`config.mk`:
```
export PLATFORM = sky130hd
export DESIGN_NAME = apb_bus_bridge_flat
export DESIGN_NICKNAME = d
export VERILOG_FILES = /design/src/rtl/apb_bus_bridge_if.sv /design/src/rtl/apb_bus_bridge.sv /design/src/flat_wrapper.sv
export SDC_FILE = /design/constraint.sdc
export NUM_CORES = 1
export LEC_CHECK = 0
export CORE_ASPECT_RATIO = 0.5
export CORE_UTILIZATION = 39
export CTS_BUF_LIST = sky130_fd_sc_hd__clkbuf_8
export DETAILED_ROUTE_END_ITERATION = 6
export PLACE_DENSITY = 0.86
export SLEW_MARGIN = 30
export SYNTH_ARGS = -nofsm -noshare
export SYNTH_HDL_FRONTEND = slang
export SYNTH_SLANG_ARGS = --single-unit
```
`constraint.sdc`:
```
create_clock -name clk -period 2.19 [get_ports clk]
set_clock_uncertainty 0.15 [all_clocks]
set_input_delay 0.219 -clock clk [delete_from_list [all_inputs] [get_ports clk]]
set_output_delay 0.219 -clock clk [all_outputs]
set_load 0.02 [all_outputs]
```
`src/rtl/apb_bus_bridge_if.sv`:
```
// Signal bundle between the CPU load/store port, the bridge and the APB slaves.
// The bridge uses the master view; the environment (core + slaves) uses the slave view.
interface apb_bus_bridge_if #(
  parameter int unsigned NUM_SLAVES  = 4,
  parameter int unsigned REGION_BITS = 12
);
  logic                         busReq;
  logic                         busWe;
  logic [2:0]                   strb;
  logic [31:0]                  busAddr;
  logic [31:0]                  busWData;
  logic [31:0]                  busRData;
  logic                         busReady;
  logic                         busErr;
  logic [NUM_SLAVES-1:0]        psel;
  logic                         penable;
  logic                         pwrite;
  logic [REGION_BITS-1:0]       paddr;
  logic [31:0]                  pwdata;
  logic [3:0]                   pstrb;
  logic [32*NUM_SLAVES-1:0]     prdata;
  logic [NUM_SLAVES-1:0]        pready;
  logic [NUM_SLAVES-1:0]        pslverr;

  modport master (
    input  busReq, busWe, strb, busAddr, busWData, prdata, pready, pslverr,
    output busRData, busReady, busErr, psel, penable, pwrite, paddr, pwdata, pstrb
  );

  modport slave (
    output busReq, busWe, strb, busAddr, busWData, prdata, pready, pslverr,
    input  busRData, busReady, busErr, psel, penable, pwrite, paddr, pwdata, pstrb
  );
endinterface

```
`src/rtl/apb_bus_bridge.sv`:
```
// Single-outstanding bridge from the core's load/store port to NUM_SLAVES APB peripherals,
// with lane strobes, decode/misalignment checks and an ACCESS-phase timeout.
module apb_bus_bridge #(
  parameter int unsigned NUM_SLAVES  = 4,
  parameter logic [31:0] BASE_ADDR   = 32'h1000_0000,
  parameter int unsigned REGION_BITS = 12,
  parameter int unsigned TIMEOUT     = 16,
  parameter logic [31:0] ERR_DATA    = 32'hDEAD_BEEF
) (
  input logic              clk,
  input logic              reset,
  apb_bus_bridge_if.master bus
);

  localparam int unsigned IdxW       = (NUM_SLAVES > 1) ? $clog2(NUM_SLAVES) : 1;
  localparam logic [7:0]  TimeoutCnt = 8'(TIMEOUT);

  typedef enum logic [1:0] {StIdle, StSetup, StAccess, StResp} state_e;

  state_e state_q, state_d;

  logic [7:0]             cnt_q, cnt_d, cnt_inc;
  logic                   we_q, we_d;
  logic                   err_q, err_d;
  logic [IdxW-1:0]        idx_q, idx_d;
  logic [31:0]            rdata_q, rdata_d;

  logic [NUM_SLAVES-1:0]  psel_q, psel_d;
  logic                   penable_q, penable_d;
  logic                   pwrite_q, pwrite_d;
  logic [REGION_BITS-1:0] paddr_q, paddr_d;
  logic [31:0]            pwdata_q, pwdata_d;
  logic [3:0]             pstrb_q, pstrb_d;
  logic                   ready_q, ready_d;
  logic                   berr_q, berr_d;
  logic [31:0]            brdata_q, brdata_d;

  // Request decode, evaluated combinationally on the live request in IDLE.
  logic [31:0]     req_off, req_region, lane_data;
  logic            req_miss, req_misalign, req_bad;
  logic [IdxW-1:0] req_idx;
  logic [3:0]      lane_strb;

  assign req_off    = bus.busAddr - BASE_ADDR;
  assign req_region = req_off >> REGION_BITS;
  assign req_miss   = (bus.busAddr < BASE_ADDR) || (req_region >= NUM_SLAVES);
  assign req_idx    = req_region[IdxW-1:0];
  assign req_bad    = req_miss || req_misalign;
  assign lane_data  = bus.busWData << {bus.busAddr[1:0], 3'b000};

  always_comb begin
    case (bus.strb[1:0])
      2'b00:   req_misalign = 1'b0;
      2'b01:   req_misalign = bus.busAddr[0];
      2'b10:   req_misalign = |bus.busAddr[1:0];
      default: req_misalign = 1'b1;
    endcase
  end

  always_comb begin
    case (bus.strb[1:0])
      2'b00:   lane_strb = 4'b0001 << bus.busAddr[1:0];
      2'b01:   lane_strb = 4'b0011 << bus.busAddr[1:0];
      default: lane_strb = 4'b1111;
    endcase
  end

  // Only the addressed slave's handshake is ever looked at.
  logic        sel_ready, sel_err;
  logic [31:0] sel_rdata;

  assign sel_ready = bus.pready[idx_q];
  assign sel_err   = bus.pslverr[idx_q];
  assign sel_rdata = bus.prdata[32*idx_q +: 32];
  assign cnt_inc   = cnt_q + 8'd1;

  always_ff @(posedge clk or negedge reset) begin
    if (!reset) begin
      state_q   <= StIdle;
      cnt_q     <= '0;
      we_q      <= 1'b0;
      err_q     <= 1'b0;
      idx_q     <= '0;
      rdata_q   <= '0;
      psel_q    <= '0;
      penable_q <= 1'b0;
      pwrite_q  <= 1'b0;
      paddr_q   <= '0;
      pwdata_q  <= '0;
      pstrb_q   <= '0;
      ready_q   <= 1'b0;
      berr_q    <= 1'b0;
      brdata_q  <= '0;
    end else begin
      state_q   <= state_d;
      cnt_q     <= cnt_d;
      we_q      <= we_d;
      err_q     <= err_d;
      idx_q     <= idx_d;
      rdata_q   <= rdata_d;
      psel_q    <= psel_d;
      penable_q <= penable_d;
      pwrite_q  <= pwrite_d;
      paddr_q   <= paddr_d;
      pwdata_q  <= pwdata_d;
      pstrb_q   <= pstrb_d;
      ready_q   <= ready_d;
      berr_q    <= berr_d;
      brdata_q  <= brdata_d;
    end
  end

  always_comb begin
    state_d = state_q;
    unique case (state_q)
      StIdle:   if (bus.busReq) state_d = req_bad ? StResp : StSetup;
      StSetup:  state_d = StAccess;
      StAccess: if (sel_ready || (cnt_inc == TimeoutCnt)) state_d = StResp;
      StResp:   state_d = StIdle;
      default:  state_d = StIdle;
    endcase
  end

  always_comb begin
    cnt_d    = cnt_q;
    we_d     = we_q;
    err_d    = err_q;
    idx_d    = idx_q;
    rdata_d  = rdata_q;
    pwrite_d = pwrite_q;
    paddr_d  = paddr_q;
    pwdata_d = pwdata_q;
    pstrb_d  = pstrb_q;

    unique case (state_q)
      StIdle: begin
        cnt_d = '0;
        if (bus.busReq) begin
          we_d    = bus.busWe;
          err_d   = req_bad;
          idx_d   = req_idx;
          rdata_d = '0;
          // Rejected requests never reach the APB side, so its outputs stay put.
          if (!req_bad) begin
            pwrite_d = bus.busWe;
            paddr_d  = {req_off[REGION_BITS-1:2], 2'b00};
            pwdata_d = bus.busWe ? lane_data : '0;
            pstrb_d  = bus.busWe ? lane_strb : 4'b0000;
          end
        end
      end
      StAccess: begin
        cnt_d = cnt_inc;
        if (sel_ready) begin
          err_d = sel_err;
          if (!we_q) rdata_d = sel_rdata;
        end else if (cnt_inc == TimeoutCnt) begin
          err_d = 1'b1;
        end
      end
      default: ;
    endcase

    psel_d    = '0;
    if ((state_d == StSetup) || (state_d == StAccess)) psel_d = NUM_SLAVES'(1) << idx_d;
    penable_d = (state_d == StAccess);

    ready_d  = (state_q == StResp);
    berr_d   = (state_q == StResp) && err_q;
    brdata_d = '0;
    if (state_q == StResp) brdata_d = err_q ? ERR_DATA : (we_q ? 32'h0 : rdata_q);
  end

  assign bus.psel     = psel_q;
  assign bus.penable  = penable_q;
  assign bus.pwrite   = pwrite_q;
  assign bus.paddr    = paddr_q;
  assign bus.pwdata   = pwdata_q;
  assign bus.pstrb    = pstrb_q;
  assign bus.busReady = ready_q;
  assign bus.busErr   = berr_q;
  assign bus.busRData = brdata_q;

endmodule

```
`src/flat_wrapper.sv`:
```
// flat-port wrapper written by rule: the top's interface ports become plain ports
module apb_bus_bridge_flat 
#(
  parameter int unsigned NUM_SLAVES  = 4,
  parameter logic [31:0] BASE_ADDR   = 32'h1000_0000,
  parameter int unsigned REGION_BITS = 12,
  parameter int unsigned TIMEOUT     = 16,
  parameter logic [31:0] ERR_DATA    = 32'hDEAD_BEEF
)
  (clk, reset, bus_busReq, bus_busWe, bus_strb, bus_busAddr, bus_busWData, bus_prdata, bus_pready, bus_pslverr, bus_busRData, bus_busReady, bus_busErr, bus_psel, bus_penable, bus_pwrite, bus_paddr, bus_pwdata, bus_pstrb);
  apb_bus_bridge_if #(.NUM_SLAVES(NUM_SLAVES), .REGION_BITS(REGION_BITS)) bus_i ();
  input logic clk;
  input logic reset;
  input wire logic [$bits(bus_i.busReq)-1:0] bus_busReq;
  input wire logic [$bits(bus_i.busWe)-1:0] bus_busWe;
  input wire logic [$bits(bus_i.strb)-1:0] bus_strb;
  input wire logic [$bits(bus_i.busAddr)-1:0] bus_busAddr;
  input wire logic [$bits(bus_i.busWData)-1:0] bus_busWData;
  input wire logic [$bits(bus_i.prdata)-1:0] bus_prdata;
  input wire logic [$bits(bus_i.pready)-1:0] bus_pready;
  input wire logic [$bits(bus_i.pslverr)-1:0] bus_pslverr;
  output wire logic [$bits(bus_i.busRData)-1:0] bus_busRData;
  output wire logic [$bits(bus_i.busReady)-1:0] bus_busReady;
  output wire logic [$bits(bus_i.busErr)-1:0] bus_busErr;
  output wire logic [$bits(bus_i.psel)-1:0] bus_psel;
  output wire logic [$bits(bus_i.penable)-1:0] bus_penable;
  output wire logic [$bits(bus_i.pwrite)-1:0] bus_pwrite;
  output wire logic [$bits(bus_i.paddr)-1:0] bus_paddr;
  output wire logic [$bits(bus_i.pwdata)-1:0] bus_pwdata;
  output wire logic [$bits(bus_i.pstrb)-1:0] bus_pstrb;
  assign bus_i.busReq = bus_busReq;
  assign bus_i.busWe = bus_busWe;
  assign bus_i.strb = bus_strb;
  assign bus_i.busAddr = bus_busAddr;
  assign bus_i.busWData = bus_busWData;
  assign bus_i.prdata = bus_prdata;
  assign bus_i.pready = bus_pready;
  assign bus_i.pslverr = bus_pslverr;
  assign bus_busRData = bus_i.busRData;
  assign bus_busReady = bus_i.busReady;
  assign bus_busErr = bus_i.busErr;
  assign bus_psel = bus_i.psel;
  assign bus_penable = bus_i.penable;
  assign bus_pwrite = bus_i.pwrite;
  assign bus_paddr = bus_i.paddr;
  assign bus_pwdata = bus_i.pwdata;
  assign bus_pstrb = bus_i.pstrb;
  apb_bus_bridge #(.NUM_SLAVES(NUM_SLAVES), .BASE_ADDR(BASE_ADDR), .REGION_BITS(REGION_BITS), .TIMEOUT(TIMEOUT), .ERR_DATA(ERR_DATA)) u_core (.clk(clk), .reset(reset), .bus(bus_i));
endmodule
```
# [Word level (Yosys, flattened, before mapping)]
# Index checks and enable logic that the tools add are counted.
[op_classes] bitwise=1 n_lt_le_gt_ge=3 n_shift=5 muxes=27 eq_ne=12 n_reduce_logical=13 n_addsub=2
[op_table] op="$mux W32" count=7
[op_table] op="$shiftx A128 B8 Y32" count=1
[op_table] op="$pmux W32 S2" count=1
[op_table] op="$lt A32 B29 Y1 const B" count=1
[op_table] op="$shl A32 B5 Y32" count=1
[op_table] op="$sub A32 B29 Y32 const B" count=1
[op_table] op="$ge A20 B3 Y1 const B" count=1
[op_table] op="$pmux W8 S2" count=1
[op_table] op="$mux W2" count=5
[op_table] op="$add A8 B1 Y8 const B" count=1
[op_table] op="$eq A2 B2 Y1 const B" count=4
[op_table] op="$eq A8 B5 Y1 const B" count=1
[op_table] op="$mux W4" count=2
[op_table] op="$pmux W2 S4" count=1
[op_table] op="$pmux W4 S2" count=1
[op_table] op="$shl A1 B2 Y4 const A" count=2
[op_table] op="$eq A2 B1 Y1 const B" count=3
[op_table] op="$reduce_and A3 Y1" count=2
[op_table] op="$mux W1" count=5
[op_table] op="$bmux W1 S2" count=2
[op_table] op="$logic_not A2 Y1" count=2
[op_table] op="$logic_or A1 B1 Y1" count=4
[op_table] op="$ne A2 B2 Y1 const B" count=2
[op_table] op="$reduce_and A4 Y1" count=1
[op_table] op="11 further kinds" count=11
[word_totals] ff_bits=132 output_inout_bits=88 wordCells=78

# [Logic depth before layout (Yosys ltp)]
# Gate-level depths: netlist of the first run.
[logic_depth] ltp_word=10 ltp_mapped=9 mapped_depth_nobuf=8

# [Least setup slack after synthesis of the first run]
# Ideal clock, no wire load.
[synth_path] kind="register to register" start="reg u_core.cnt_q[0]" end="reg u_core.psel_q[1], in the netlist u_core.bus.psel[1]" path_stages_with_launch=9 setup_time_ns=0.086 arrival_time_ns=1.959 setup_slack_ns=-0.005 required_ns=1.954 cell_sequence="dfrtp_1 ha_1 nand2_1 or4_1 o21ai_0 o22a_1 o22ai_1 ha_1 nor3_1"
[synth_between] elab_chain_len=8 word_cells_on_any_way=9
[synth_rtl] item="start, declared" line="apb_bus_bridge.sv:22" text="logic [7:0] cnt_q, cnt_d, cnt_inc;"
[synth_rtl] item="start signal, assigned" line="apb_bus_bridge.sv:96" text="cnt_q <= cnt_d;"
[synth_rtl] item="$add A8 B1 Y8 (*)" line="apb_bus_bridge.sv:75" text="assign cnt_inc = cnt_q + 8'd1;"
[synth_rtl] item="$eq A8 B5 Y1 (*)" line="apb_bus_bridge.sv:118" text="StAccess: if (sel_ready || (cnt_inc == TimeoutCnt)) state_d = StResp;"
[synth_rtl] item="$logic_or A1 B1 Y1 (*)" line="apb_bus_bridge.sv:118"
[synth_rtl] item="$mux W2 (*)" line="apb_bus_bridge.sv:118"
[synth_rtl] item="$pmux W2 S4 (*)" line="apb_bus_bridge.sv:115" text="unique case (state_q)"
[synth_rtl] item="$eq A2 B1 Y1 or $eq A2 B2 Y1 (tied branches)" line="apb_bus_bridge.sv:165" text="if ((state_d == StSetup) || (state_d == StAccess)) psel_d = NUM_SLAVES'(1) << idx_d;"
[synth_rtl] item="$logic_or A1 B1 Y1 (*)" line="apb_bus_bridge.sv:165"
[synth_rtl] item="$mux W4 (*)" line="apb_bus_bridge.sv:165"
[synth_rtl] item="named net u_core.psel_d[1]" line="apb_bus_bridge.sv:28" text="logic [NUM_SLAVES-1:0] psel_q, psel_d;"
[synth_rtl] item="end signal, assigned" line="apb_bus_bridge.sv:101" text="psel_q <= psel_d;"
[synth_rtl] item="end, declared" line="apb_bus_bridge.sv:28"
# The timed path passes the listed nets; every way through them passes the cells marked *.
# A chain may end at the register's enable or synchronous reset.

# [Final worst setup path of the first run]
[layout_path] start="reg u_core.cnt_q[1]" end="reg u_core.psel_q[2], in the netlist u_core.bus.psel[2]"
# The elaborated chain is that of the path after synthesis.

==> results of run 1 <==
-- layout by cell type, fill, tap and decap left out, types with 19 or more instances in the layout --
cell type	n
nand2_1	104
buf_4	38
dfrtp_1	131
a21o_1	34
mux2_2	20
mux4_2	34
mux2i_1	19
o21ai_0	24
clkdlybuf4s50_1	290
nand3_1	37
nor2_1	23
-- area by class of cell --
cell class,count,area [um2],area share
clock buffer,17,234,0.0225
clock inverter,14,129,0.0124
timing repair buffer,337,3340,0.321
sequential,132,3300,0.318
tap,227,284,0.0273
inverter,7,26.3,0.00253
multi-input combinational,394,3080,0.296
-- repair_timing --
| item | CTS | global route |
|---|---|---|
| resized for setup | 5 | 7 |
| pin swaps | 2 | 8 |
| setup endpoints to repair | 4 | 5 |
| endpoints found under the hold margin | 51 | 0 |
| buffers inserted | 0 | 1 |
| hold buffers | 1 | 0 |
-- cells in the mapped netlist, types with 2 or more instances --
library cell and number:
dfrtp_1 132, nand2_1 104, nand3_1 37, a21o_1 34, mux4_2 34, o21ai_0 25, nor2_1 23, mux2_2 20
mux2i_1 19, clkbuf_1 16, buf_2 15, a21oi_1 11, a22o_1 9, and2_1 9, nor2b_1 8, o31ai_1 7
buf_4 6, inv_1 6, nor3_1 6, a2111oi_0 5, and3_1 5, ha_1 5, buf_1 4, o21a_1 3
a2111oi_4 2, and4b_1 2, buf_6 2, nor4_1 2, o22a_1 2, o22ai_1 2, o31ai_2 2, or4_1 2
xnor2_1 2
-- cells by family (layout without fill, tap and decap cells) --
group	after synthesis	after routing	share of synthesized area
flops	132	132	0.504
compound gates	107	107	0.120
other cells	1	2	0.000573
xor+xnor	2	2	0.00267
mux	73	73	0.180
simple gates	205	205	0.145
fa+ha+maj	5	5	0.00955
buf+inv	50	375	0.0372
-- layer usage --
metal  part of all wire  vias up
met5                  0        -
met4              0.015        0
met1               0.41     2919
li1                   -     2688
met3              0.060       27
met2               0.52      203
-- final timing paths --
check                                       start                    to  slack, ns  cells past startpoint
worst min register to register  u_core.rdata_q[8]     u_core.rdata_q[8]       0.32                      2
worst max-delay path              u_core.cnt_q[1]    u_core.bus.psel[2]       0.07                      8
worst max register to register    u_core.cnt_q[1]    u_core.bus.psel[2]       0.07                      8
worst min-delay path                        reset    u_core.bus.psel[2]       0.16                      2
max in group asynchronous                   reset    u_core.rdata_q[25]       1.03                      3
min in group clk                  bus_busAddr[10]  u_core.bus.paddr[10]       0.26                      2
-- state kept, by name, summed over array words and instances, names as in the netlist --
register	cells
u_core.rdata_q	32
u_core.cnt_q	8
u_core.idx_q	2
u_core.bus.pstrb	4
u_core.bus.busErr	1
u_core.bus.busReady	1
u_core.we_q	1
u_core.bus.paddr	10
u_core.bus.psel	4
u_core.err_q	1
u_core.bus.pwrite	1
u_core.bus.busRData	32
u_core.bus.penable	1
u_core.state_q	2
u_core.bus.pwdata	32
-- worst max-delay path, cell delays in order, from the launching register on --
cell	delay (ns)
dfrtp_1	0.36
ha_2	0.18
nand2_1	0.06
or4_4	0.43
o21ai_2	0.13
o22a_1	0.17
o22ai_2	0.10
ha_4	0.28
nor3_2	0.19
-- through the flow --
| step | setup WS [ns] | setup TNS (ns) |
|---|---|---|
| floorplan | 0.0243 | 0 |
| global placement | -0.254 | -6.58 |
| detailed placement | -0.366 | -9.66 |
| CTS | 0.00716 | 0 |
| global route | 0.00958 | 0 |
| finish | 0.0717 | 0 |
-- report_power, final --
group	switching [mW]	internal [mW]	leakage (nW)
clock network	1.02	0.903	0.179
logic	2.32	2.21	2.84
registers	0.216	2.88	1.80
==> results_dict.tcl, run 1 <==
set metrics [dict create \
    hp-class "input port to asynchronous set/reset pin" \
    power.leakage_nw 4.82 \
    synthFlopType "dfrtp_1" \
    antenna_found_initial 0 \
    postSynthCellCount 575 \
    worst_pin_slew_ns 0.736 \
    ys_seq_area_frac 0.504 \
    fin_hold_ws_ns 0.159 \
    syn-mean-instance-area_um2 11.4 \
    setup_violations 0 \
    row_count 33 \
    yosysWarnings 0 \
    drive_gt1_frac 0.172 \
    max_slew_margin 0.507 \
    critical_path_class "flop to flop" \
    utilization 0.635 \
    insertion_delay_ns 0.42 \
    antenna_cells 0 \
    wl_per_cell_um 17.5 \
    h-tree-depth 4 \
    run_status "completed" \
    grt-busiest-layer "met2" \
    dr.first_iter.drc_count 249 \
    synth_area_um2 6550 \
    wl_mm 19.7 \
    core_region_area_um2 16400 \
    required_ns 2.37 \
    async_flop_share 1.00 \
    synth-edff-count 0 \
    fmax_ghz 0.472 \
    root_buffer "clkbuf_8" \
    fin_crit_ns 2.12 \
    max_cap_violations 0 \
    fin_cells 1128 \
    grt_pass1_wl_mm 30.5 \
    ys_types 47 \
    io_buffers 291 \
    cts_buffer_depth 2 \
    die_area_um2 17300 \
    timing.final.crit_share 0.967 \
    cp-start-kind "flop" \
    syn_to_final_growth_pct 58.8 \
    hold_violations 0 \
    stdcell_area_um2 10400 \
    cp_max_fo 4 \
    drtAntennaViolNets 0 \
    synth_area_leaders "dfrtp_1 (50%), mux4_2 (12%), nand2_1 (6.0%)" \
    synth_top_cell_by_area "dfrtp_1" \
    cts_buffers 17 \
    place_area_um2 9960 \
    hpwl_mm 15.1 \
    vias_per_cell 5.17 \
    synth.top_cell.area_share 0.504 \
    met1_usage 0.279 \
    fillers 1250 \
    drc_errors 0 \
    total_power_mw 9.55 \
    ys_seq_elements 132 \
    slew_violations 0 \
    gr-usage-all-layers 0.228 \
    grt_use_met3 0.0440 \
    die_h_um 93.6 \
    use_met2 0.408 \
    cp-end-kind "flop" \
    cts.clk_slew.worst_paths_ns 0.07 \
    clkSinkCount 132 \
    rsz0062_at_grt "no" \
    die_w_um 185 \
    num-nets-final 1101 \
    start_util 0.400 \
    grt_pass1_vias 6082 \
    grt_overflow 0 \
    peakVddDrop_mv 0.833 \
    io_pins 295 \
    worst_ep_arrival_time_ns 2.30 \
    num_vias 5837 \
    place.gp.congestion 0.817 \
    cts_tree "yes" \
    first_pass_iters 5 \
    grt_max_degree 55 \
    pwr_density_cell_nw_per_um2 918 \
    placedCellCount 1095 \
]
(Power assumes the default switching activity.)
==> inputs of run 2 (changes only) <==
CAP_MARGIN = 20   (was default)
clock period = 1.8 ns   (was 2.19 ns; I/O delays follow)
==> run 2 against run 1 <==
Effect of this change: the run now ends with setup timing left; total power grew 38%; sequential power grew 23%; hold slack got worse by 0.060 ns; sequential share of layout area is 2.6 points lower; non-clock buffer count grew 42; critical path depth unchanged; global-route usage increased by 2.2 points; clock-buffer cell count is the same.
==> results_dict.tcl, run 2 (synthesized netlist as in run 1, its figures left out) <==
set metrics [dict create \
    run_status "finished with violations" \
    failed_checks "setup timing" \
    cp_slowest_stage_delay_ns 0.42 \
    drc_errors 0 \
    timing.final.crit_share 1.14 \
    cts_buffers 17 \
    die_w_um 185 \
    tns_ns -7.86 \
    antenna_cells 0 \
    clkPwrFrac 0.177 \
    cp_max_fo 4 \
    cts.clk_slew.worst_paths_ns 0.08 \
    power.leakage_nw 5.46 \
    die_area_um2 17300 \
    drive_gt1_frac 0.278 \
    grt_max_degree 43 \
    intPower_mw 8.12 \
    vias_per_cell 5.23 \
    die_h_um 93.6 \
    max_cap_violations 0 \
    grt_use_met3 0.0440 \
    h-tree-depth 4 \
    fin_ws_ns -0.246 \
    fin_crit_ns 2.05 \
    antenna_found_initial 0 \
    grt_pass1_vias 6383 \
    setup_violations 79 \
    wl_per_cell_um 18.9 \
    use_met2 0.444 \
    worst_ep_arrival_time_ns 2.18 \
    cp-end-kind "flop" \
    p_seq_frac 0.290 \
    cts_buffer_depth 2 \
    grt_overflow 0 \
    row_count 33 \
    clkSinkCount 132 \
    layout.cells.most_common "clkdlybuf4s50_1" \
    root_buffer "clkbuf_8" \
    insertion_delay_ns 0.41 \
    cp-start-kind "flop" \
    slew_violations 0 \
    num_vias 6119 \
    met1_usage 0.303 \
    hpwl_mm 15.5 \
    slowest_stage "or4_4" \
    required_ns 1.94 \
    gr-usage-all-layers 0.250 \
    start_util 0.400 \
    fin_hold_ws_ns 0.0982 \
    cts_tree "yes" \
    place.gp.congestion 0.840 \
    power.net_switching_mw 5.05 \
    switching_share 0.384 \
    dr.first_iter.drc_count 339 \
    seq_area_um2 3300 \
    pwr_density_cell_nw_per_um2 1160 \
    cp_cell_sequence "ha_2 -> nand2_2 -> or4_4 -> o21ai_2 -> o22a_1 -> o22ai_2 -> ha_4 -> nor3_2" \
    layout_common_cells "clkdlybuf4s50_1 (266), dfrtp_1 (131), nand2_1 (66)" \
    hold_violations 0 \
    place_ws_ns -0.666 \
    wl_mm 22.1 \
    p_comb_frac 0.534 \
    grt_pass1_wl_mm 33.1 \
    critical_path_class "flop to flop" \
    syn_to_final_growth_pct 72.9 \
    io_buffers 291 \
    first_pass_iters 4 \
    drtAntennaViolNets 0 \
    multiInputGateArea_um2 3470 \
    peakVddDrop_mv 0.845 \
    num-nets-final 1143 \
    hp-class "input port to asynchronous set/reset pin" \
    core_region_area_um2 16400 \
    grt-busiest-layer "met2" \
    rsz0062_at_grt "yes" \
    io_pins 295 \
    fmax_ghz 0.489 \
    fillers 1138 \
]
## run 2: cell count changes in the layout (fill, tap and decap cells not counted), moves of 7 or more
cell	before	now
buf_6	1	10
buf_8	1	8
nand2_1	104	66
clkdlybuf4s50_1	290	266
buf_4	38	57
dlygate4sd2_1	0	11
dlymetal6s2s_1	0	13
nand2_2	0	25
nand2_4	0	13
## run 2: final cells by class
type                            count  area share
Timing Repair Buffer              379       0.342
Multi-Input combinational cell    394       0.306
Sequential cell                   132       0.292
Tap cell                          227      0.0251
Clock buffer                       17      0.0207
Clock inverter                     14      0.0116
Inverter                            7     0.00232
## run 2: timing repair
item / CTS / global route
resized for setup: 78 / 84
hold buffers: 1 / 0
pin swaps: 38 / 45
buffers inserted: 5 / 4
endpoints found under the setup margin: 64 / 127
gates cloned: 4 / 1
endpoints found under the hold margin: 132 / 0
## run 2: final timing paths
| check | slack (ns) | to | start | depth (start not counted) |
|---|---|---|---|---|
| worst max-delay path | -0.25 | u_core.bus.psel[1] | u_core.cnt_q[0] | 8 |
| worst min-delay path | 0.1 | u_core.idx_q[1] | reset | 2 |
| worst max register to register | -0.25 | u_core.bus.psel[1] | u_core.cnt_q[0] | 8 |
| worst min register to register | 0.33 | u_core.bus.pwdata[28] | u_core.bus.pwdata[28] | 1 |
| max in group asynchronous | 0.83 | u_core.bus.pstrb[3] | reset | 3 |
| min in group clk | 0.22 | u_core.bus.paddr[7] | bus_busAddr[7] | 2 |
## run 2: power by group through the flow
| stage | Combinational (mW) | Clock (mW) | Sequential (mW) |
|---|---|---|---|
| 3_3_place_gp | 5.51 | 0 | 3.76 |
| 5_1_grt | 7.43 | 2.49 | 3.86 |
| 3_5_place_dp | 5.66 | 0 | 3.79 |
| 4_1_cts | 6.55 | 2.36 | 3.76 |
| 6_report | 7.03 | 2.33 | 3.81 |
| 2_1_floorplan | 3.03 | 0 | 4.06 |
## run 2: per-stage QoR
stage               total power, mW  cells  area, um2  utilization
floorplan                      7.09    576       6600            -
global placement               9.28   1126      10200        0.624
detailed placement             9.45   1126      10200        0.624
CTS                            12.7   1167      11000        0.670
global route                   13.8   1170      11300        0.691
finish                         13.2   1170      11300        0.691
## run 2: worst max-delay path: cells and delay by family, from the launching register on
kind                     cells  cell delay [ns]
flip-flops                   1             0.36
AO/OA/AOI/OAI                3             0.39
adder cells (fa/ha/maj)      2             0.51
AND/OR/NAND/NOR              3             0.52
## run 2: layer usage
layer  wire length, um  vias up
met5                 0        -
met1              8740     3071
li1                  -     2776
met2             11700      233
met3              1240       39
met4               463        0
==> inputs of run 3 (changes only) <==
SLEW_MARGIN = default   (was 30)
==> results of run 3 <==
The final DEF is identical to that of run 2; final timing and power are the same.
